===== src/rtl/sprite_rom_arbiter_if.sv =====
`default_nettype none
// ============================================================================
// Module      : sprite_rom_arbiter_if
// Description : Bundle of the two pixel-fetch requester channels (A and B)
//               and the shared sprite ROM port used by sprite_rom_arbiter.
//               The slave modport is the arbiter side; the master modport is
//               the draw-unit / ROM side.
// Revision    : 1.0 - initial release
// ============================================================================
interface sprite_rom_arbiter_if #(
  parameter int ADDR_W = 14,
  parameter int DATA_W = 12
);

  // Requester A channel
  logic              req_a;
  logic [ADDR_W-1:0] addr_a;
  logic              gnt_a;
  logic [DATA_W-1:0] rgb_a;
  logic              valid_a;

  // Requester B channel
  logic              req_b;
  logic [ADDR_W-1:0] addr_b;
  logic              gnt_b;
  logic [DATA_W-1:0] rgb_b;
  logic              valid_b;

  // Shared synchronous-read ROM port
  logic [ADDR_W-1:0] rom_addr;
  logic [DATA_W-1:0] rom_rgb;

  // Arbiter side
  modport slave (
    input  req_a, addr_a, req_b, addr_b, rom_rgb,
    output gnt_a, rgb_a, valid_a, gnt_b, rgb_b, valid_b, rom_addr
  );

  // Requesters plus ROM side
  modport master (
    output req_a, addr_a, req_b, addr_b, rom_rgb,
    input  gnt_a, rgb_a, valid_a, gnt_b, rgb_b, valid_b, rom_addr
  );

endinterface
`default_nettype wire


===== src/rtl/sprite_rom_arbiter.sv =====
`default_nettype none
// ============================================================================
// Module      : sprite_rom_arbiter
// Description : Round-robin arbiter sharing one 1-cycle synchronous-read
//               sprite ROM between two pixel-fetch requesters. One access per
//               clock, fixed 3-cycle grant-to-valid latency, results routed
//               back to the issuing requester via an owner-tag pipeline.
// Option      : SPRITE_ARB_BOUND_CHECK_EN - when defined, granted addresses
//               >= ROM_DEPTH are not forwarded to the ROM and return black.
// Revision    : 1.0 - initial release
// ============================================================================
module sprite_rom_arbiter #(
  parameter int ADDR_W    = 14,
  parameter int DATA_W    = 12,
  parameter int ROM_DEPTH = 12870
) (
  input  logic                 clk,
  input  logic                 rst_n,
  sprite_rom_arbiter_if.slave  bus
);

  // A depth that cannot be addressed (or is empty) is a build error.
  generate
    if (ROM_DEPTH < 1 || ROM_DEPTH > (1 << ADDR_W)) begin : g_depth_check
      $error("sprite_rom_arbiter: ROM_DEPTH does not fit ADDR_W");
    end
  endgenerate

  // Priority pointer: 0 means A wins the next contention, 1 means B wins.
  logic              ptr_q;
  logic              ptr_d;

  // Grant decode for the current cycle.
  logic              w_gnt_a;
  logic              w_gnt_b;
  logic              w_grant;
  logic [ADDR_W-1:0] w_win_addr;
  logic              w_oob;

  // Registered ROM address.
  logic [ADDR_W-1:0] rom_addr_q;
  logic [ADDR_W-1:0] rom_addr_d;

  // Owner tag pipeline. Stage 0 is live while the ROM sees the address,
  // stage 1 while the ROM data is on rom_rgb, stage 2 while the result is
  // presented to its owner.
  logic [2:0]        tag_vld_q;
  logic [2:0]        tag_id_q;

  // Returned pixels, held between results.
  logic [DATA_W-1:0] rgb_a_q;
  logic [DATA_W-1:0] rgb_b_q;
  logic [DATA_W-1:0] w_ret_rgb;

`ifdef SPRITE_ARB_BOUND_CHECK_EN
  // One extra bit keeps the comparison unsigned and exact for any depth.
  localparam logic [ADDR_W:0] c_depth = (ADDR_W+1)'(ROM_DEPTH);

  // Out-of-range flag travels alongside the owner tag up to the return stage.
  logic [1:0]        tag_oob_q;
`endif

  // Round-robin grant: a lone requester always wins, contention goes to the
  // side the pointer favours; the pointer flips to the loser after a grant.
  always_comb begin
    w_gnt_a = 1'b0;
    w_gnt_b = 1'b0;
    if (bus.req_a && bus.req_b) begin
      if (!ptr_q) begin
        w_gnt_a = 1'b1;
      end else begin
        w_gnt_b = 1'b1;
      end
    end else begin
      w_gnt_a = bus.req_a;
      w_gnt_b = bus.req_b;
    end

    w_grant    = w_gnt_a | w_gnt_b;
    w_win_addr = w_gnt_b ? bus.addr_b : bus.addr_a;

    ptr_d = ptr_q;
    if (w_gnt_a) begin
      ptr_d = 1'b1;
    end else if (w_gnt_b) begin
      ptr_d = 1'b0;
    end
  end

  // Address forwarding: only in-range winners reach the ROM; otherwise the
  // ROM address holds so the ROM input stays quiet.
  always_comb begin
`ifdef SPRITE_ARB_BOUND_CHECK_EN
    w_oob = w_grant && ({1'b0, w_win_addr} >= c_depth);
`else
    w_oob = 1'b0;
`endif
    rom_addr_d = rom_addr_q;
    if (w_grant && !w_oob) begin
      rom_addr_d = w_win_addr;
    end
  end

  // Data returned to the owner: ROM word, or transparent black for an
  // out-of-range fetch.
  always_comb begin
`ifdef SPRITE_ARB_BOUND_CHECK_EN
    w_ret_rgb = tag_oob_q[1] ? '0 : bus.rom_rgb;
`else
    w_ret_rgb = bus.rom_rgb;
`endif
  end

  // Pointer, ROM address, owner tags and per-requester result registers.
  always_ff @(posedge clk or negedge rst_n) begin
    if (!rst_n) begin
      ptr_q      <= 1'b0;
      rom_addr_q <= '0;
      tag_vld_q  <= '0;
      tag_id_q   <= '0;
      rgb_a_q    <= '0;
      rgb_b_q    <= '0;
    end else begin
      ptr_q      <= ptr_d;
      rom_addr_q <= rom_addr_d;
      tag_vld_q  <= {tag_vld_q[1:0], w_grant};
      tag_id_q   <= {tag_id_q[1:0], w_gnt_b};
      if (tag_vld_q[1]) begin
        if (tag_id_q[1]) begin
          rgb_b_q <= w_ret_rgb;
        end else begin
          rgb_a_q <= w_ret_rgb;
        end
      end
    end
  end

`ifdef SPRITE_ARB_BOUND_CHECK_EN
  // Out-of-range flags follow the owner tags through the first two stages.
  always_ff @(posedge clk or negedge rst_n) begin
    if (!rst_n) begin
      tag_oob_q <= '0;
    end else begin
      tag_oob_q <= {tag_oob_q[0], w_oob};
    end
  end
`endif

  assign bus.gnt_a    = w_gnt_a;
  assign bus.gnt_b    = w_gnt_b;
  assign bus.rom_addr = rom_addr_q;
  assign bus.rgb_a    = rgb_a_q;
  assign bus.rgb_b    = rgb_b_q;
  // The final tag stage is a flop, so the valid pulses are glitch-free and
  // mutually exclusive by construction (one id per stage).
  assign bus.valid_a  = tag_vld_q[2] & ~tag_id_q[2];
  assign bus.valid_b  = tag_vld_q[2] &  tag_id_q[2];

endmodule
`default_nettype wire


===== src/flat_wrapper.sv =====
// flat-port wrapper written by rule: the top's interface ports become plain ports
module sprite_rom_arbiter_flat 
#(
  parameter int ADDR_W    = 14,
  parameter int DATA_W    = 12,
  parameter int ROM_DEPTH = 12870
)
  (clk, rst_n, bus_req_a, bus_addr_a, bus_req_b, bus_addr_b, bus_rom_rgb, bus_gnt_a, bus_rgb_a, bus_valid_a, bus_gnt_b, bus_rgb_b, bus_valid_b, bus_rom_addr);
  sprite_rom_arbiter_if #(.ADDR_W(ADDR_W), .DATA_W(DATA_W)) bus_i ();
  input  logic clk;
  input  logic rst_n;
  input wire logic [$bits(bus_i.req_a)-1:0] bus_req_a;
  input wire logic [$bits(bus_i.addr_a)-1:0] bus_addr_a;
  input wire logic [$bits(bus_i.req_b)-1:0] bus_req_b;
  input wire logic [$bits(bus_i.addr_b)-1:0] bus_addr_b;
  input wire logic [$bits(bus_i.rom_rgb)-1:0] bus_rom_rgb;
  output wire logic [$bits(bus_i.gnt_a)-1:0] bus_gnt_a;
  output wire logic [$bits(bus_i.rgb_a)-1:0] bus_rgb_a;
  output wire logic [$bits(bus_i.valid_a)-1:0] bus_valid_a;
  output wire logic [$bits(bus_i.gnt_b)-1:0] bus_gnt_b;
  output wire logic [$bits(bus_i.rgb_b)-1:0] bus_rgb_b;
  output wire logic [$bits(bus_i.valid_b)-1:0] bus_valid_b;
  output wire logic [$bits(bus_i.rom_addr)-1:0] bus_rom_addr;
  assign bus_i.req_a = bus_req_a;
  assign bus_i.addr_a = bus_addr_a;
  assign bus_i.req_b = bus_req_b;
  assign bus_i.addr_b = bus_addr_b;
  assign bus_i.rom_rgb = bus_rom_rgb;
  assign bus_gnt_a = bus_i.gnt_a;
  assign bus_rgb_a = bus_i.rgb_a;
  assign bus_valid_a = bus_i.valid_a;
  assign bus_gnt_b = bus_i.gnt_b;
  assign bus_rgb_b = bus_i.rgb_b;
  assign bus_valid_b = bus_i.valid_b;
  assign bus_rom_addr = bus_i.rom_addr;
  sprite_rom_arbiter #(.ADDR_W(ADDR_W), .DATA_W(DATA_W), .ROM_DEPTH(ROM_DEPTH)) u_core (.clk(clk), .rst_n(rst_n), .bus(bus_i));
endmodule

===== config.mk =====
export PLATFORM = sky130hd
export DESIGN_NAME = sprite_rom_arbiter_flat
export DESIGN_NICKNAME = d
export VERILOG_FILES = /design/src/rtl/sprite_rom_arbiter_if.sv /design/src/rtl/sprite_rom_arbiter.sv /design/src/flat_wrapper.sv
export SDC_FILE = /design/constraint.sdc
export NUM_CORES = 1
export LEC_CHECK = 0
export CAP_MARGIN = 10
export CELL_PAD_IN_SITES_DETAIL_PLACEMENT = 1
export CELL_PAD_IN_SITES_GLOBAL_PLACEMENT = 2
export CORE_MARGIN = 5
export CORE_UTILIZATION = 28
export CTS_CLUSTER_DIAMETER = 30
export CTS_CLUSTER_SIZE = 24
export DETAILED_ROUTE_END_ITERATION = 16
export PLACE_DENSITY = 0.83
export SLEW_MARGIN = 20
export SYNTH_ARGS = -nofsm -noshare
export SYNTH_HDL_FRONTEND = slang
export SYNTH_SLANG_ARGS = --single-unit

===== constraint.sdc =====
create_clock -name clk -period 2.2 [get_ports clk]
set_input_delay 0.33 -clock clk [delete_from_list [all_inputs] [get_ports clk]]
set_output_delay 0.33 -clock clk [all_outputs]
set_load 0.05 [all_outputs]

=== Word-level counts from Yosys, hierarchy flattened ===
Index checks and enable logic that the tools add are counted.

* Mux-type cells: 7
* Bitwise gates (word level): 5
* Reductions and logical operators: 4

{| class="wikitable"
|+ Operator list
! operator !! number
|-
| $mux 14 || 1
|-
| $mux 1 || 6
|-
| $reduce_and 2->1 || 2
|-
| $and 1x1->1 || 2
|-
| $not 1->1 || 2
|-
| $reduce_bool 2->1 || 1
|-
| $logic_and 1x1->1 || 1
|-
| $or 1x1->1 || 1
|}

* Flip-flop bits (word level): 45
* Input port bits: 44
* Output and inout bits: 42
* Logic and storage cells: 22

=== Longest topological paths before layout ===
Gate-level depths: netlist of the first run.

* Depth after elaboration: 4
* Mapped depth: 6
* Gate-level depth less buffers: 3

=== Least setup slack after synthesis of the first run ===
OpenSTA, ideal clock, no wires.

* Path kind: register -> output
* From: register u_core.ptr_q
* To: output bus_gnt_a
* Arrival: 1831 ps
* Data required time: 1870 ps
* Path slack: 39 ps
* Cell stages (with the launch flop): 4
* Path buffers: 2
* Path through: dfrtp_1 > buf_6 > buf_2 > a21boi_0

* Word-level cells in the longest chain between the ends: 2

{| class="wikitable"
|+ RTL lines
! what !! line !! RTL
|-
| start: declaration || sprite_rom_arbiter.sv:30 || <nowiki>logic ptr_q;</nowiki>
|-
| start signal: assignment || sprite_rom_arbiter.sv:124 || <nowiki>ptr_q <= ptr_d;</nowiki>
|-
| $mux 1 || sprite_rom_arbiter.sv:69 || <nowiki>if (!ptr_q) begin</nowiki>
|-
| $mux 1 || sprite_rom_arbiter.sv:68 || <nowiki>if (bus.req_a && bus.req_b) begin</nowiki>
|-
| end: declaration || flat_wrapper.sv:17 || <nowiki>output wire logic [$bits(bus_i.gnt_a)-1:0] bus_gnt_a;</nowiki>
|}

No other way between the ends.

=== Final worst setup path of the first run ===
* From: register u_core.tag_id_q[2]
* To: output bus_valid_a

* Word-level cells in the longest chain between the ends: 2

{| class="wikitable"
|+ RTL lines
! what !! line !! RTL
|-
| start: declaration || sprite_rom_arbiter.sv:48 || <nowiki>logic [2:0] tag_id_q;</nowiki>
|-
| start signal: assignment || sprite_rom_arbiter.sv:127 || <nowiki>tag_id_q <= {tag_id_q[1:0], w_gnt_b};</nowiki>
|-
| $not 1->1 || sprite_rom_arbiter.sv:156 || <nowiki>assign bus.valid_a = tag_vld_q[2] & ~tag_id_q[2];</nowiki>
|-
| $and 1x1->1 || sprite_rom_arbiter.sv:156 ||
|-
| end: declaration || flat_wrapper.sv:19 || <nowiki>output wire logic [$bits(bus_i.valid_a)-1:0] bus_valid_a;</nowiki>
|}

No other way between the ends.

==> flow_summary.toml, run 1 <==
[cells_and_area]
antennaDiodeCount = 0
syn_to_final_growth_pct = 53.5
nets = 281
drive_gt1_share_pct = 25.2
fillCellCount = 719
final_cells = 334

[global_routing]
grt_use_total_pct = 12.5
antenna_found_initial = 0
grt_pass1_wl_um = 8680
grt_overflow = 0
grt_max_degree = 20
grt_pass1_vias = 1712

[timing]
slew_viol_final = 0
setup_viol_count_final = 0
post-route-period-util_pct = 87.8
min_period_ps = 1930
max_freq_mhz = 518
skew_ps = 4.97
worstMarginPinSlew_ps = 562
slew_headroom_pct = 62.4
rsz0062_at_grt = "no"
worst_slack_ps = 268
finalHoldViolCount = 0
tns_ps = 0

[route]
first_pass_iters = 3
ant_nets = 0
wl_um = 5130
wire_per_inst_um = 15.4
drcViolationCount = 0
drtIter0Drc = 15
vias = 1505
drt-vias-per-instance = 4.51

[synth]
synthArstFlopShare_pct = 100
synth_area_per_cell_um2 = 13.5
synth_edf_count = 0
yosys-top-cells-count = "45 x dfrtp_1, 22 x mux2_2, 14 x nand2b_1, 14 x o21ai_0, 8 x o32ai_2"
ys_ff_latch = 45
ys_top_cells_by_area = "dfrtp_1 57%, mux2_2 12%, o32ai_2 6.5%"
ys.flop_type = "dfrtp_1"
yosysSeqAreaShare_pct = 56.6
synth_warnings = 0
netlist.top_cell.by_area = "dfrtp_1"
synth_cell_types = 24
synthCells = 147
post-synth-top-count-cell = "dfrtp_1"
syn_area_um2 = 1990
synth.top_cell.area_share_pct = 56.6
synth_nets = 191

[clock_network]
cts_tree = "built"
cts_setup_buffers = 0
numCtsBuffers = 5
cts-root-buf = "clkbuf_8"
clock-sinks = 45
cts_max_path_buffers = 2
h-tree-depth = 2
clock_latency_ps = 290
clkTransAtPathRegs_ps = 90

[worst_setup_path]
slowest_delay_ps = 810
path_buf_inv = 1
start_kind = "flip-flop"
cp_top_family = "buffers and inverters"
reg2reg_from = "u_core.tag_id_q[1]"
cp-end-kind = "output port"
cp.arrival_ps = 1600
required_ps = 1870
path_cells = "nor2b_1 > clkdlybuf4s50_1"
r2r-end = "u_core.bus.rgb_b[11]"
crit_type = "reg -> out"
cp_slowest_cell = "clkdlybuf4s50_1"
r2r_cells = 2
reg2reg_slack_ps = 840
path_max_fanout = 2

[run_status]
run_status = "finished clean"

[placed_design]
dp_hpwl_um = 3870
dp_slack_ps = 464
gp_congestion = 0.709
place_inst = 325
io_buffers = 85

[floorplan]
start_util_pct = 29.0
coreArea_um2 = 6870
die_width_um = 94.3
io_pins = 86
die_y_um = 94.3
die_area_um2 = 8890
num_rows = 30

[pwr]
power_density_nw_per_um2 = 855
peakVddDrop_mv = 0.248
power_mw = 2.61
leakagePower_nw = 1.20

[hold_path]
min_from = "u_core.tag_id_q[0]"
min_path_type = "reg -> reg"
min_path_cells = 0
whs_endpoint = "u_core.tag_id_q[1]"

[run]
cap_violations = 0
-- report_power, final --
group	switching (mW)	internal, mW
combinational	0.625	0.401
sequential	0.0667	0.947
clock	0.287	0.284
-- state kept, by name, summed over array words and instances (netlist names) --
register / count
u_core.bus.rgb_a: 12
u_core.bus.rom_addr: 14
u_core.ptr_q: 1
u_core.tag_id_q: 3
u_core.bus.rgb_b: 12
u_core.tag_vld_q: 3
-- cells in the final DEF, fill, tap and decap left out, types with 2 or more instances in the layout --
master	n
buf_4	10
mux2_2	22
a21oi_2	7
o21ai_0	14
clkbuf_8	7
clkdlybuf4s50_1	82
o32ai_1	6
dfrtp_1	45
mux2_1	2
a21oi_1	7
nand2b_1	14
o32ai_2	8
-- final cells by class --
class / count / area [um^2] / share of cell area, %
Sequential cell: 45 / 1130 / 36.9
Tap cell: 96 / 120 / 3.93
Clock inverter: 1 / 5.00 / 0.164
Multi-Input combinational cell: 89 / 771 / 25.2
Inverter: 1 / 3.75 / 0.123
Clock buffer: 7 / 96.3 / 3.16
Timing Repair Buffer: 95 / 931 / 30.5
-- worst max path at each step --
stage                             startpoint     endpoint  slack [ps]  cells past startpoint
after floorplan                 u_core.ptr_q    bus_gnt_a          40                      3
after global placement             bus_req_a    bus_gnt_a         490                      3
after detailed placement           bus_req_a    bus_gnt_a         460                      3
after CTS                 u_core.tag_id_q[2]  bus_valid_a         240                      2
after global routing      u_core.tag_id_q[2]  bus_valid_a         200                      2
final                     u_core.tag_id_q[2]  bus_valid_a         270                      2
-- timing repair --
item	in CTS	in global routing
hold buffers	1	0
hold endpoints to repair	11	0
resized for setup	0	0
-- routing by layer --
layer	vias up	track usage, %	wire length, um
met2	63	19.8	2430
met4	0	3.61	54
met5	-	0	0
met3	6	5.69	544
li1	711	-	-
met1	725	15.2	2100
-- cell families after synthesis --
group                  synth area share [%]
buffers and inverters                  4.65
muxes                                  13.6
AOI/OAI and AO/OA                      18.3
DFF                                    56.6
and+or+nand+nor                        6.86
-- metrics by stage --
stage	hold slack [ps]	utilization (%)	area, um^2
final	363	44.4	3050
after global routing	373	44.4	3050
after CTS	360	44.4	3050
after detailed placement	248	42.8	2940
after global placement	244	42.8	2940
after floorplan	34.4	-	1990
(Power assumes the default switching activity.)
==> run 2: changes to the inputs <==
Settings changed: GPL_ROUTABILITY_DRIVEN set to 0.
==> results of run 2 <==
Same layout as run 1: the final DEF is identical, and so are final timing and power.
==> RTL change 1: new RTL, settings of run 1 <==
`rom_addr_q` no longer has a reset.
--- a/src/rtl/sprite_rom_arbiter.sv
+++ b/src/rtl/sprite_rom_arbiter.sv
@@ -115,14 +115,12 @@
   always_ff @(posedge clk or negedge rst_n) begin
     if (!rst_n) begin
       ptr_q      <= 1'b0;
-      rom_addr_q <= '0;
       tag_vld_q  <= '0;
       tag_id_q   <= '0;
       rgb_a_q    <= '0;
       rgb_b_q    <= '0;
     end else begin
       ptr_q      <= ptr_d;
-      rom_addr_q <= rom_addr_d;
       tag_vld_q  <= {tag_vld_q[1:0], w_grant};
       tag_id_q   <= {tag_id_q[1:0], w_gnt_b};
       if (tag_vld_q[1]) begin
@@ -133,6 +131,10 @@
         end
       end
     end
+  end
+
+  always_ff @(posedge clk) begin
+    rom_addr_q <= rom_addr_d;
   end
 
 `ifdef SPRITE_ARB_BOUND_CHECK_EN
Behaviour: not the same (Yosys sat finds a counterexample within 4 cycles, from zero or initial values and one cycle with rst_n low).
==> RTL change 1 against run 1 <==
- sequential cell count is the same
- worst setup slack worse by 4.7 ps
- synthesized area decreased by 11%
- core utilization increased by 0.24 points
- total power down 7.2%
- hold slack worse by 2.2 ps
- clock power is 11% lower
- first-iteration DRC count increased by 40%
- clock skew up 3.8 ps
- global-route usage is 0.89 points lower
- routed wire length down 14%
- cell area is 8.6% lower
- via count decreased by 23%
- largest power group is now registers
==> RTL change 1: results (changes against run 1) <==
.. list-table::
   :header-rows: 1

   * - Metric
     - Value
   * - Total via count after detailed routing
     - 1,165 (-23%)
   * - Family with the most delay on the worst path
     - buffers and inverters
   * - Clock Skew
     - 8.77 ps (+3.80 ps)
   * - Combined global-route utilization of all metal layers
     - 0.116 (-0.00894)
   * - Proportion of synthesized flip-flops having asynchronous set or reset
     - 0.689 (-0.311)
   * - Proportion of layout cells with a drive suffix above 1
     - 0.275 (+0.0230)
   * - Final hold violation count
     - 0 (unchanged)
   * - Vias in the first global route
     - 1,351 (-21%)
   * - Critical-path top delay cell
     - clkdlybuf4s50_1
   * - H-tree Lvls
     - 2 (unchanged)
   * - Final estimated routing congestion in global placement
     - 0.693 (-2.2%)
   * - Number of antenna diodes
     - 0 (unchanged)
   * - Worst-skew pair later-pin latency
     - 300 ps
   * - Post-Route WL
     - 4390 um (-14%)
   * - Total internal power
     - 1.56 mW (-4.7%)
   * - Number of iterations in the first detailed-routing pass
     - 2 (-1)
   * - Largest stage delay on the critical path
     - ~820 ps
   * - Wire length of the first global-routing pass
     - 6670 um (-23%)
   * - Yosys cell types
     - 18 (-25%)
   * - Slew at the pin closest to its max-slew limit
     - 593 ps (+31.2 ps)
   * - Buffers added on ports
     - 85 (unchanged)
   * - Maximum number of pins on one net before global-route repair
     - 32 (+60%)
   * - Final Net Count
     - 232 (-17%)
   * - Top cell types by occurrence after synthesis
     - dfrtp_1 (31), mux2_2 (28), edfxtp_1 (14)
   * - Deepest clock path buffer count
     - 2 (unchanged)
   * - EDFF count, synth
     - 14 (+14)
   * - Buffer count from post-CTS setup fixing
     - 0 (unchanged)
   * - Max reg flops
     - 14 (unchanged)
   * - Run status
     - completed
   * - CP Max Fanout
     - 2 (unchanged)
   * - Violation count after the first detailed-routing iteration
     - 21 (+6)
   * - Critical Path AT
     - 1610 ps
   * - Leading cell types by total area after synthesis
     - dfrtp_1 (44%), edfxtp_1 (24%), mux2_2 (18%)
   * - Sequential element share of the synthesized area
     - 0.677 (+0.111)
   * - Number of warnings printed during yosys synthesis
     - 0 (unchanged)
   * - Hold wc startpoint
     - u_core.tag_vld_q[0]$_DFF_PN0_
   * - Worst VDD drop
     - 0.380 mV (+53%)
   * - Post-cts resize count
     - 0 (unchanged)
   * - Net count after synthesis
     - 141 (-26%)
   * - Total clock buffers created by CTS
     - 5 (unchanged)
   * - Startpoint of the lowest-slack register-to-register path
     - u_core.ptr_q$_DFFE_PN0P_
   * - Leakage
     - 1.12 nW (-7.0%)
   * - Total half-perimeter wirelength after legalization and detailed placement
     - 3460 um (-11%)
-- RTL change 1: power by group through the flow --
stage                     Clock [mW]  Sequential (mW)  Combinational (mW)
final                          0.507             1.04               0.881
after floorplan                    0             1.41               0.184
after global placement             0             1.04               0.876
after CTS                      0.536             1.04               0.892
after detailed placement           0             1.06               0.890
after global routing           0.568             1.05               0.918
-- RTL change 1: layer usage --
layer | track usage | up-vias | part of all wire
li1 | - | 527 | -
met1 | 0.106 | 568 | 0.33
met2 | 0.203 | 65 | 0.51
met3 | 0.0839 | 5 | 0.15
met4 | 0.0352 | 0 | 0.0098
met5 | 0 | - | 0
-- RTL change 1: cells by family (layout without fill, tap and decap cells) --
kind of cell | Yosys count | count (layout) | synth area share
flip-flops | 45 | 45 | 0.677
AND/OR/NAND/NOR | 6 | 6 | 0.0226
multiplexers | 38 | 38 | 0.261
AO/OA/AOI/OAI | 3 | 3 | 0.0149
buffers and inverters | 5 | 97 | 0.0248
-- RTL change 1: path summary, 6_finish.rpt --
kind,depth (start not counted),slack [ps],endpoint
worst min register to register,0,360,u_core.tag_vld_q[1]$_DFF_PN0_
worst max register to register,3,720,u_core.bus.rom_addr[12]$_DFFE_PP_
max in group asynchronous,2,1500,u_core.bus.rgb_a[3]$_DFFE_PN0P_
worst min-delay path,0,360,u_core.tag_vld_q[1]$_DFF_PN0_
min in group asynchronous,2,410,u_core.ptr_q$_DFFE_PN0P_
worst max-delay path,2,260,bus_valid_a
-- RTL change 1: final cells by class --
class                           instances  area (sq um)
Fill cell                             640          3450
Sequential cell                        45          1200
Timing Repair Buffer                   87           873
Multi-Input combinational cell         47           528
Tap cell                               77          96.3
Clock buffer                            6          72.6
Clock inverter                          2          15.0
Inverter                                2          7.51
-- RTL change 1: worst register-to-register path: cells and delay by family, from the launching register on --
kind | cells | cell delay (ps)
AO/OA/AOI/OAI | 1 | 160
buffers and inverters | 1 | 260
flip-flops | 1 | 450
multiplexers | 1 | 380
-- RTL change 1: per-stage QoR --
stage | hold WS (ps) | setup slack [ps] | cell area [sq um] | utilization | std cells
2_1_floorplan | 34.4 | 678 | 1770 | - | 97
3_3_place_gp | 332 | 334 | 2700 | 0.433 | 258
3_5_place_dp | 341 | 283 | 2700 | 0.433 | 258
4_1_cts | 362 | 235 | 2790 | 0.447 | 266
5_1_grt | 373 | 204 | 2790 | 0.447 | 266
6_report | 361 | 263 | 2790 | 0.447 | 266
==> RTL change 2: new RTL, settings of run 1 <==
Without the edit above. `ADDR_W` is set to 14 in 3 places; all go to 16.
--- a/src/rtl/sprite_rom_arbiter_if.sv
+++ b/src/rtl/sprite_rom_arbiter_if.sv
@@ -8,7 +8,7 @@
 // Revision    : 1.0 - initial release
 // ============================================================================
 interface sprite_rom_arbiter_if #(
-  parameter int ADDR_W = 14,
+  parameter int ADDR_W = 16,
   parameter int DATA_W = 12
 );
 
--- a/src/rtl/sprite_rom_arbiter.sv
+++ b/src/rtl/sprite_rom_arbiter.sv
@@ -10,7 +10,7 @@
 // Revision    : 1.0 - initial release
 // ============================================================================
 module sprite_rom_arbiter #(
-  parameter int ADDR_W    = 14,
+  parameter int ADDR_W    = 16,
   parameter int DATA_W    = 12,
   parameter int ROM_DEPTH = 12870
 ) (
--- a/src/flat_wrapper.sv
+++ b/src/flat_wrapper.sv
@@ -1,7 +1,7 @@
 // flat-port wrapper written by rule: the top's interface ports become plain ports
 module sprite_rom_arbiter_flat 
 #(
-  parameter int ADDR_W    = 14,
+  parameter int ADDR_W    = 16,
   parameter int DATA_W    = 12,
   parameter int ROM_DEPTH = 12870
 )
Interface: changed (resized bus_addr_a, bus_addr_b and bus_rom_addr); port bits go from 86 to 92. No check against the original RTL was run, so the function may have changed too.
==> RTL change 2 against run 1 <==
- sequential cell count rose by 2
- total power is 2.3% higher
- worst setup slack improved by 8.0 ps
- sequential power up 5%
- via count increased by 8.0%
- synthesized area is 4.3% higher
- routed wire length rose by 11%
- cell area up 4.3%
==> RTL change 2: results (changes against run 1) <==
.. list-table::
   :header-rows: 1

   * - Metric
     - Value
   * - Deepest clock path buffer count
     - 2 (unchanged)
   * - Run status
     - completed
   * - Via-to-Cell Ratio
     - 4.63 (+2.8%)
   * - Per-cell routed wire length
     - 16.2 um (+5.5%)
   * - Endpoint of the worst register-to-register path
     - u_core.bus.rom_addr[14]$_DFFE_PN0P_
   * - Startpoint of the lowest-slack register-to-register path
     - u_core.ptr_q$_DFFE_PN0P_
   * - Final Net Count
     - 299 (+6.4%)
   * - Clock Skew
     - 8.87 ps (+3.90 ps)
   * - Leakage
     - 1.25 nW (+4.2%)
   * - Sequential element share of the synthesized area
     - 0.567 (+0.000569)
   * - Instance area after placement
     - 3090 sq um (+5.0%)
   * - Number of iterations in the first detailed-routing pass
     - 4 (+1)
   * - Worst VDD drop
     - 0.335 mV (+35%)
   * - Max reg flops
     - 16 (+2)
   * - Wire length of the first global-routing pass
     - 9040 um (+4.1%)
   * - Worst slew slack as a fraction of its limit
     - 0.560 (-0.0640)
   * - Vias in the first global route
     - 1,790 (+4.6%)
   * - Buffers added on ports
     - 91 (+7.1%)
   * - Net switching power of the design
     - 1.01 mW (+3.1%)
   * - Top cell types by occurrence after synthesis
     - dfrtp_1 (47), mux2_2 (21), o21ai_0 (16)
   * - Hold slack
     - 58.6 ps (-305 ps)
   * - Worst Setup Slack post-DPL
     - 395 ps (-69.6 ps)
   * - Reg2reg setup slack
     - 790 ps (-50 ps)
   * - Cell count of the worst reg-to-reg path
     - 4 (+2)
   * - Fraction of the cycle the final worst path needs
     - 0.875 (-0.00362)
   * - Combined global-route utilization of all metal layers
     - 0.128 (+0.00301)
   * - Leading cell types by total area after synthesis
     - dfrtp_1 (57%), mux2_2 (11%), o32ai_2 (4.7%)
   * - Filler cells
     - 787 (+9.5%)
   * - Worst Hold Class
     - in2async
   * - Final estimated routing congestion in global placement
     - 0.747 (+5.3%)
   * - Total half-perimeter wirelength after legalization and detailed placement
     - 4460 um (+15%)
## RTL change 2: layout make-up
| class | count | area (sq um) | area share |
|---|---|---|---|
| timing repair buffer | 99 | 973 | 0.306 |
| clock buffer | 7 | 86.3 | 0.0271 |
| inverter | 1 | 3.75 | 0.00118 |
| sequential | 47 | 1180 | 0.369 |
| clock inverter | 1 | 8.76 | 0.00275 |
| tap | 99 | 124 | 0.0389 |
| multi-input combinational | 97 | 811 | 0.255 |
## RTL change 2: layer usage
layer	up-vias	global-route usage	share of wire
met1	822	0.158	0.41
met2	43	0.222	0.54
met5	-	0	0
met3	5	0.0289	0.043
li1	756	-	-
met4	0	0.0355	0.010
## RTL change 2: kinds of logic after synthesis
logic type / synth area share
mux: 0.130
simple gates: 0.0759
buf+inv: 0.0428
compound gates: 0.184
flops: 0.567
## RTL change 2: how the worst max path moves through the flow
stage | from | to
2_1_floorplan | u_core.ptr_q$_DFFE_PN0P_ | bus_gnt_a
3_3_place_gp | bus_req_a | bus_gnt_b
3_5_place_dp | bus_req_a | bus_gnt_b
4_1_cts | u_core.tag_id_q[2]$_DFF_PN0_ | bus_valid_a
5_1_grt | u_core.tag_id_q[2]$_DFF_PN0_ | bus_valid_a
6_report | u_core.tag_id_q[2]$_DFF_PN0_ | bus_valid_a
## RTL change 2: through the flow
stage,power (mW),std cells
final,2.67,351
after global routing,2.80,351
after CTS,2.72,351
after detailed placement,2.17,343
after global placement,2.15,343
after floorplan,1.74,157
## RTL change 2: power by group through the flow
stage | Clock (mW) | Sequential, mW | Combinational [mW]
finish | 0.539 | 1.06 | 1.07
global route | 0.599 | 1.08 | 1.12
CTS | 0.569 | 1.07 | 1.09
detailed placement | 0 | 1.08 | 1.08
global placement | 0 | 1.08 | 1.07
floorplan | 0 | 1.48 | 0.265
